$ cat src/rtl/and_bank_bist.sv
// Parametrised bank of N-input AND gates with registered outputs and an
// exhaustive self-test sequencer (pattern generator, checker, fault hook).
module and_bank_bist #(
    parameter int CHANNELS = 2,
    parameter int INPUTS   = 4
) (
    input  logic                         clk_in,
    input  logic                         rst_in,
    input  logic [CHANNELS*INPUTS-1:0]   a_in,
    input  logic [CHANNELS-1:0]          fault_in,
    input  logic                         start_in,
    output logic [CHANNELS-1:0]          y_out,
    output logic                         busy_out,
    output logic                         done_out,
    output logic                         pass_out,
    output logic [INPUTS:0]              err_cnt_out,
    output logic [CHANNELS-1:0]          fail_mask_out
);

    typedef enum logic [1:0] {
        IDLE,
        RUN,
        DONE
    } state_t;

    state_t                       state_q, state_d;
    logic [INPUTS-1:0]            pat_q, pat_d;
    logic [INPUTS:0]              err_q, err_d;
    logic [CHANNELS-1:0]          fail_q, fail_d;
    logic                         pass_q, pass_d;
    logic [CHANNELS-1:0]          y_q;
    logic [CHANNELS*INPUTS-1:0]   src;
    logic [CHANNELS-1:0]          gate;
    logic [CHANNELS-1:0]          mismatch;
    logic                         pat_last;

    assign pat_last = &pat_q;

    // During RUN every channel sees the same pattern; only the all-ones
    // pattern should produce a 1 from a healthy gate.
    always_comb begin
        src      = a_in;
        gate     = '0;
        if (state_q == RUN) begin
            src = {CHANNELS{pat_q}};
        end
        for (int c = 0; c < CHANNELS; c++) begin
            gate[c] = (&src[c*INPUTS +: INPUTS]) & ~fault_in[c];
        end
        mismatch = gate ^ {CHANNELS{pat_last}};
    end

    // NOTE: every next-state signal gets its hold value first so no path
    // through the case statement can leave it unassigned (no latches).
    always_comb begin
        state_d = state_q;
        pat_d   = pat_q;
        err_d   = err_q;
        fail_d  = fail_q;
        pass_d  = pass_q;
        case (state_q)
            IDLE: begin
                if (start_in) begin
                    state_d = RUN;
                    pat_d   = '0;
                    err_d   = '0;
                    fail_d  = '0;
                    pass_d  = 1'b0;
                end
            end
            RUN: begin
                fail_d = fail_q | mismatch;
                err_d  = err_q + {{INPUTS{1'b0}}, |mismatch};
                if (pat_last) begin
                    state_d = DONE;
                end else begin
                    pat_d = pat_q + 1'b1;
                end
            end
            DONE: begin
                pass_d  = (fail_q == '0);
                state_d = IDLE;
            end
            default: state_d = IDLE;
        endcase
    end

    // NOTE: state registers use non-blocking assignments so all of them
    // sample their next values from the same pre-edge snapshot.
    always_ff @(posedge clk_in) begin
        if (rst_in) begin
            state_q <= IDLE;
            pat_q   <= '0;
            err_q   <= '0;
            fail_q  <= '0;
            pass_q  <= 1'b0;
            y_q     <= '0;
        end else begin
            state_q <= state_d;
            pat_q   <= pat_d;
            err_q   <= err_d;
            fail_q  <= fail_d;
            pass_q  <= pass_d;
            y_q     <= gate;
        end
    end

    assign y_out         = y_q;
    assign busy_out      = (state_q == RUN);
    assign done_out      = (state_q == DONE);
    assign pass_out      = pass_q;
    assign err_cnt_out   = err_q;
    assign fail_mask_out = fail_q;

endmodule

$ cat config.mk
export PLATFORM = sky130hd
export DESIGN_NAME = and_bank_bist
export DESIGN_NICKNAME = d
export VERILOG_FILES = /design/src/rtl/and_bank_bist.sv
export SDC_FILE = /design/constraint.sdc
export NUM_CORES = 1
export LEC_CHECK = 0
export BUFFER_PORTS_ARGS = -buffer_cell sky130_fd_sc_hd__buf_4
export CAP_MARGIN = 20
export CORE_MARGIN = 1.5
export CORE_UTILIZATION = 44
export DETAILED_ROUTE_END_ITERATION = 10
export PLACE_DENSITY_LB_ADDON = 0.15
export SYNTH_ARGS = -nofsm -noshare
export SYNTH_HDL_FRONTEND = slang
export SYNTH_SLANG_ARGS = --single-unit
$ cat constraint.sdc
create_clock -name clk_in -period 2.18 [get_ports clk_in]
set_input_delay 0.327 -clock clk_in [delete_from_list [all_inputs] [get_ports clk_in]]
set_output_delay 0.327 -clock clk_in [all_outputs]
set_load 0.005 [all_outputs]
==> results of run 1 <==
==> sequential cells by signal, indices dropped and copies added, names as in the netlist <==
name           cells
fail_mask_out      2
state_q            2
pass_out           1
pat_q              4
y_out              2
err_cnt_out        5
==> synthesized netlist by cell type, types with 2 or more instances <==
master / n
a21oi_1: 4
a22o_1: 2
a22oi_1: 7
clkbuf_1: 2
dfxtp_1: 16
ha_1: 3
mux2_2: 4
nand2_1: 2
nand3_1: 3
nand4_1: 2
nor2_1: 17
nor3_1: 8
o21ai_0: 2
==> worst reg2reg max path, stage by stage (launching register included) <==
cell and delay (ns):
dfxtp_4 0.38, nand4b_4 0.14, buf_4 0.12, nor2_2 0.05
a2bb2oi_2 0.15, o31a_1 0.30, ha_2 0.20, buf_4 0.14
nand3_1 0.09, mux2_2 0.34, a22oi_1 0.14, nor2_1 0.05
==> metrics by stage <==
| step | instances | utilization | power, mW |
|---|---|---|---|
| after CTS | 155 | 0.6796 | 0.5722 |
| after global routing | 156 | 0.7047 | 0.5903 |
| after detailed placement | 151 | 0.6466 | 0.3724 |
| after floorplan | 93 | - | 0.3367 |
| after global placement | 151 | 0.6466 | 0.3707 |
| final | 156 | 0.7047 | 0.5701 |
==> final cells by class <==
cell class / count / area (µm²) / area share
multi-input combinational: 71 / 534.3 / 0.4344
sequential: 16 / 335.3 / 0.2726
timing repair buffer: 38 / 285.3 / 0.2319
clock buffer: 4 / 36.28 / 0.02950
tap: 25 / 31.28 / 0.02543
inverter: 2 / 7.507 / 0.006104
==> routing by layer <==
metal / routed length (µm) / vias up / global-route usage
li1: - / 427 / -
met1: 971 / 388 / 0.2565
met2: 1011 / 19 / 0.3083
met3: 78 / 6 / 0.03529
met4: 44 / 0 / 0.1200
met5: 0 / - / 0
==> kinds of logic after synthesis <==
kind of cell,after synthesis,synth area share
AO/OA/AOI/OAI,23,0.2027
XOR/XNOR,1,0.01051
flip-flops,16,0.3844
AND/OR/NAND/NOR,40,0.2658
buffers and inverters,6,0.03753
multiplexers,4,0.05405
adder cells (fa/ha/maj),3,0.04505
==> worst min-delay path by stage <==
stage | to | startpoint
after CTS | y_out[0]$_SDFF_PP0_ | fault_in[0]
after detailed placement | pass_out$_SDFFE_PP0P_ | pass_out$_SDFFE_PP0P_
after global routing | y_out[0]$_SDFF_PP0_ | fault_in[0]
after global placement | pass_out$_SDFFE_PP0P_ | pass_out$_SDFFE_PP0P_
after floorplan | y_out[0]$_SDFF_PP0_ | fault_in[0]
final | y_out[0]$_SDFF_PP0_ | fault_in[0]
==> report_power, final <==
part           switching (mW)  internal [mW]  leakage (nW)  total [mW]
Sequential            0.00596          0.293         0.132       0.299
Clock                   0.103          0.102        0.0210       0.205
Combinational          0.0319         0.0343         0.391      0.0662
Total                   0.141          0.430         0.545       0.570
==> what timing repair did <==
item	in CTS	in global routing
buffers inserted	0	1
pin swaps	0	2
gates resized for setup	9	8
endpoints found under the setup margin	2	2
==> run metrics, run 1 <==
outcome finished with violations; failing checks negative setup slack; CTS tree yes; share of cells above drive strength 1 0.4885; Net Count, Synth about 110; Setup WS post-layout -0.0004414 ns; worst path bufs/invs 2; Netlist cell types 34; Yosys top cell by area dfxtp_1; Max-Cap Viols 0; sequential cell area fraction in the yosys report 0.3844; crit-path most repeated cell buf_4; All-Layer GR Usage 0.2000; final hold violation count 0; Syn. warnings 0; number of flops mapped to enable cells by yosys 0; Port-buffer cells 24; global-route wire length before repair just under 3 mm; largest net degree at the start of global routing 17; diode count 0; clk slew on worst S/H paths ~0.10 ns; DRT Pass-1 Iters 4; r2r startpoint state_q[1]$_SDFFE_PP0P_; RSZ-0062 raised after global routing yes; Synth top area share 0.3844; # rows 15; worst path cell trace nand4b_4, buf_4, nor2_2, a2bb2oi_2, o31a_1, ha_2, buf_4, nand3_1, mux2_2, a22oi_1, nor2_1; Tmin final ~2.2 ns; Slew headroom 0.7514; Filler cells between 100 and 150; CTS Buf Count 3; WL final between 2 and 2.5 mm; Die Wd approximately 47 µm; vias in the first global route 710; Worst EP required 2.38 ns; Primary FF master, synth dfxtp_1; Setup crit start kind flip-flop; Layout area overhead 47.60%; CP endpoint err_cnt_out[3]$_SDFFE_PP0P_; commonest non-fill, non-tap cell in the layout buf_4; Via density between 5 and 6; fin area 1230 µm²; Placeable Area 1745 µm²; Clock Latency Late Sink about 0.3 ns; Worst-Margin Slew around 0.37 ns; Worst IR Drop VDD around 0.00027 V; reg2reg setup slack -0.0004 ns; CP max-delay cell dfxtp_4; Routed Antenna Nets 0; most frequent cells in the layout 38 x buf_4, 16 x nor2_1, 12 x dfxtp_1; I/O Pins 25; Setup CP Type reg -> reg; initial antenna violation count 0; gpl congestion between 0.7 and 0.8; Die ar. ~2200 µm²; Vias 840; Worst path depth 11; total negative slack -0.0004414 ns; CTS Root Cell clkbuf_4; reg2reg path depth 11; Slew Limit Fails 0; Mapped Cells between 90 and 100; Crit. End Element flip-flop; Achievable Freq ~0.46 GHz; post-layout net count between 100 and 150; P_leak approximately 0.54 nW; Min Hold Slack roughly 0.24 ns; Sink Count 16; Area after DPL approximately 1100 µm²; fin crit share 1.000; worst min path class in -> reg; pwr dens 463.6 nW/µm²; iteration-0 DRC count of the detailed router 6; ys async rst share 0; syn_area_per_cell between 8 and 9 µm²; H-tree Lvls 1; DPL Wire Length about 1.5 mm; worst r2r dst err_cnt_out[3]$_SDFFE_PP0P_; setup violators final 1; Synth Register Bits 16; clock buffer depth 2; GR Overflow Total 0; CP top delay family compound AO/OA/AOI/OAI gates; Critical path origin state_q[1]$_SDFFE_PP0P_; Die Ht approximately 47 µm; initial core utilization 0.4774; Clock Skews ~0.0022 ns; Worst EP arrival 2.38 ns; DRC Markers 0; pre-CTS setup slack -0.06689 ns; cts hold-fix bufs 0; Post-Syn Area between 800 and 900 µm²; slowest stage delay, CP around 0.38 ns; Hold Path Cell Cnt 2; crit path max fanout 4; Synth area leaders dfxtp_1 38%, nor2_1 7.7%, a22oi_1 6.3%; WL/cell between 10 and 15 µm
Power figures use the tool's default switching activity.
==> run 2: changes to the inputs <==
--- a/config.mk
+++ b/config.mk
@@ -10,7 +10,8 @@
 export CORE_MARGIN = 1.5
 export CORE_UTILIZATION = 44
 export DETAILED_ROUTE_END_ITERATION = 10
-export PLACE_DENSITY_LB_ADDON = 0.15
+export PLACE_DENSITY_LB_ADDON = 0.1
+export SLEW_MARGIN = 20
 export SYNTH_ARGS = -nofsm -noshare
 export SYNTH_HDL_FRONTEND = slang
 export SYNTH_SLANG_ARGS = --single-unit
==> run 2 against run 1 <==
Compared with the run above: combinational power fell by 3.2%; final cell count is 1.9% lower; clock-buffer cell count is 1 lower; critical path depth down 1; worst setup slack better by 0.063 ns; power shrank 8.8%; register-to-register slack better by 0.06 ns; die area is the same; the run now ends clean; worst hold slack better by 0.0039 ns.
==> run metrics, run 2 (synthesis gave the netlist of run 1 again) <==
outcome finished, final reports clean (was finished with violations); initial core utilization 0.4774 (unchanged); # rows 15 (unchanged); commonest non-fill, non-tap cell in the layout buf_4 (unchanged); crit path max fanout 4 (unchanged); Worst-Margin Slew 0.3639 ns (was 0.3727 ns); Clock Skews 0.001155 ns (was 0.002159 ns); Min Hold Slack 0.2401 ns (was 0.2362 ns); Die Ht 46.52 µm (unchanged); Achievable Freq 0.4723 GHz (was 0.4586 GHz); vias in the first global route 781 (was 710); DPL Wire Length 1.508 mm (was 1.517 mm); Die ar. 2164 µm² (unchanged); Sink Count 16 (unchanged); H-tree Lvls 1 (unchanged); fin crit share 0.9713 (was 1.000); WL/cell 13.07 µm (was 13.50 µm); iteration-0 DRC count of the detailed router 12 (was 6); DRT Pass-1 Iters 4 (unchanged); worst path bufs/invs 0 (was 2); largest net degree at the start of global routing 17 (unchanged); Final Instance Count excl. Fillers 153 (was 156); most frequent cells in the layout 36 x buf_4, 17 x nor2_1, 12 x dfxtp_1 (was 38 x buf_4, 16 x nor2_1, 12 x dfxtp_1); setup violators final 0 (was 1); CP top delay family simple AND/OR/NAND/NOR gates (was compound AO/OA/AOI/OAI gates); Placeable Area 1745 µm² (unchanged); Crit. End Element flip-flop (unchanged); clk slew on worst S/H paths 0.09 ns (was 0.10 ns); GR Overflow Total 0 (unchanged); Setup crit start kind flip-flop (unchanged); Worst EP arrival 2.30 ns (was 2.38 ns); fin util 0.6832 (was 0.7047); slowest stage delay, CP 0.35 ns (was 0.38 ns); CP max-delay cell dfxtp_2 (was dfxtp_4); CTS tree yes (unchanged); Setup CP Type reg -> reg (unchanged); placed cells 149 (was 151); WL final 2.000 mm (was 2.106 mm); global-route wire length before repair 3.312 mm (was 2.980 mm); RSZ-0062 raised after global routing yes (unchanged); gpl congestion 0.8580 (was 0.7716); Slew Limit Fails 0 (unchanged); Worst IR Drop VDD 0.0003443 V (was 0.0002747 V); I/O Pins 25 (unchanged); Die Wd 46.52 µm (unchanged); Vias 842 (was 840); Clock Latency Late Sink 0.28 ns (was 0.30 ns); DRC Markers 0 (unchanged); All-Layer GR Usage 0.2155 (was 0.2000); pwr dens 436.1 nW/µm² (was 463.6 nW/µm²); diode count 0 (unchanged); CTS Root Cell clkbuf_4 (unchanged); Routed Antenna Nets 0 (unchanged); Tmin final 2.117 ns (was 2.180 ns); Port-buffer cells 24 (unchanged); share of cells above drive strength 1 0.4688 (was 0.4885); Slew headroom 0.7572 (was 0.7514); Via density 5.503 (was 5.385); P_leak 0.5237 nW (was 0.5446 nW); max reg flops 5 (unchanged); initial antenna violation count 0 (unchanged); Layout area overhead 43.09% (was 47.60%); post-layout net count 146 (was 148); worst path cell trace nand4b_4, or3_4, a2bb2oi_2, o31a_1, ha_2, ha_4, nand3_1, mux2_2, a22oi_2, nor2_1 (was nand4b_4, buf_4, nor2_2, a2bb2oi_2, o31a_1, ha_2, buf_4, nand3_1, mux2_2, a22oi_1, nor2_1); CTS Buf Count 3 (unchanged); Worst EP required 2.36 ns (was 2.38 ns); clock buffer depth 2 (unchanged); worst min path class in -> reg (unchanged); cts hold-fix bufs 0 (unchanged); Max-Cap Viols 0 (unchanged); final hold violation count 0 (unchanged)
[run 2: metal layers]
layer | vias up | GRT usage | share of wire
met5 | - | 0 | 0
met4 | 0 | 0.08571 | 0.0045
met3 | 2 | 0.03529 | 0.030
met2 | 17 | 0.3667 | 0.50
met1 | 402 | 0.2671 | 0.46
li1 | 421 | - | -
[run 2: final timing paths]
| check | cells past startpoint | endpoint | slack, ns | start |
|---|---|---|---|---|
| min | 2 | y_out[0]$_SDFF_PP0_ | 0.24 | fault_in[0] |
| min reg2reg | 2 | pass_out$_SDFFE_PP0P_ | 0.48 | pass_out$_SDFFE_PP0P_ |
| max | 10 | err_cnt_out[4]$_SDFFE_PP0P_ | 0.06 | state_q[1]$_SDFFE_PP0P_ |
| max reg2reg | 10 | err_cnt_out[4]$_SDFFE_PP0P_ | 0.06 | state_q[1]$_SDFFE_PP0P_ |
[run 2: stage by stage]
stage	setup WS, ns	cell area, µm²	setup TNS (ns)	total power, mW
after global routing	-0.03013	1192	-0.03013	0.5478
after CTS	0.002627	1152	0	0.5240
final	0.06265	1192	0	0.5200
after floorplan	0.007048	843.3	0	0.3367
after global placement	-0.04797	1114	-0.06925	0.3695
after detailed placement	-0.09174	1114	-0.1422	0.3710
[run 2: area by class of cell]
cell class / instances / area, µm²
well taps: 25 / 31.28
repair buffers: 36 / 270.3
inverters: 2 / 7.507
fillers: 141 / 553.0
clock buffers: 3 / 22.52
multi-input cells: 71 / 528.0
flip-flops and latches: 16 / 332.8
[run 2: power by group]
part | leakage [nW] | total [mW] | switching (mW) | internal (mW)
Sequential | 0.132 | 0.300 | 0.00574 | 0.294
Combinational | 0.378 | 0.0641 | 0.0315 | 0.0327
Clock | 0.0138 | 0.156 | 0.0916 | 0.0641
[run 2: timing repair]
item                                    4_1_cts  5_1_grt
endpoints found under the hold margin         0        0
gates resized for setup                       7        8
pin swaps                                     0        0
buffers inserted                              0        1
endpoints found under the setup margin        2        3
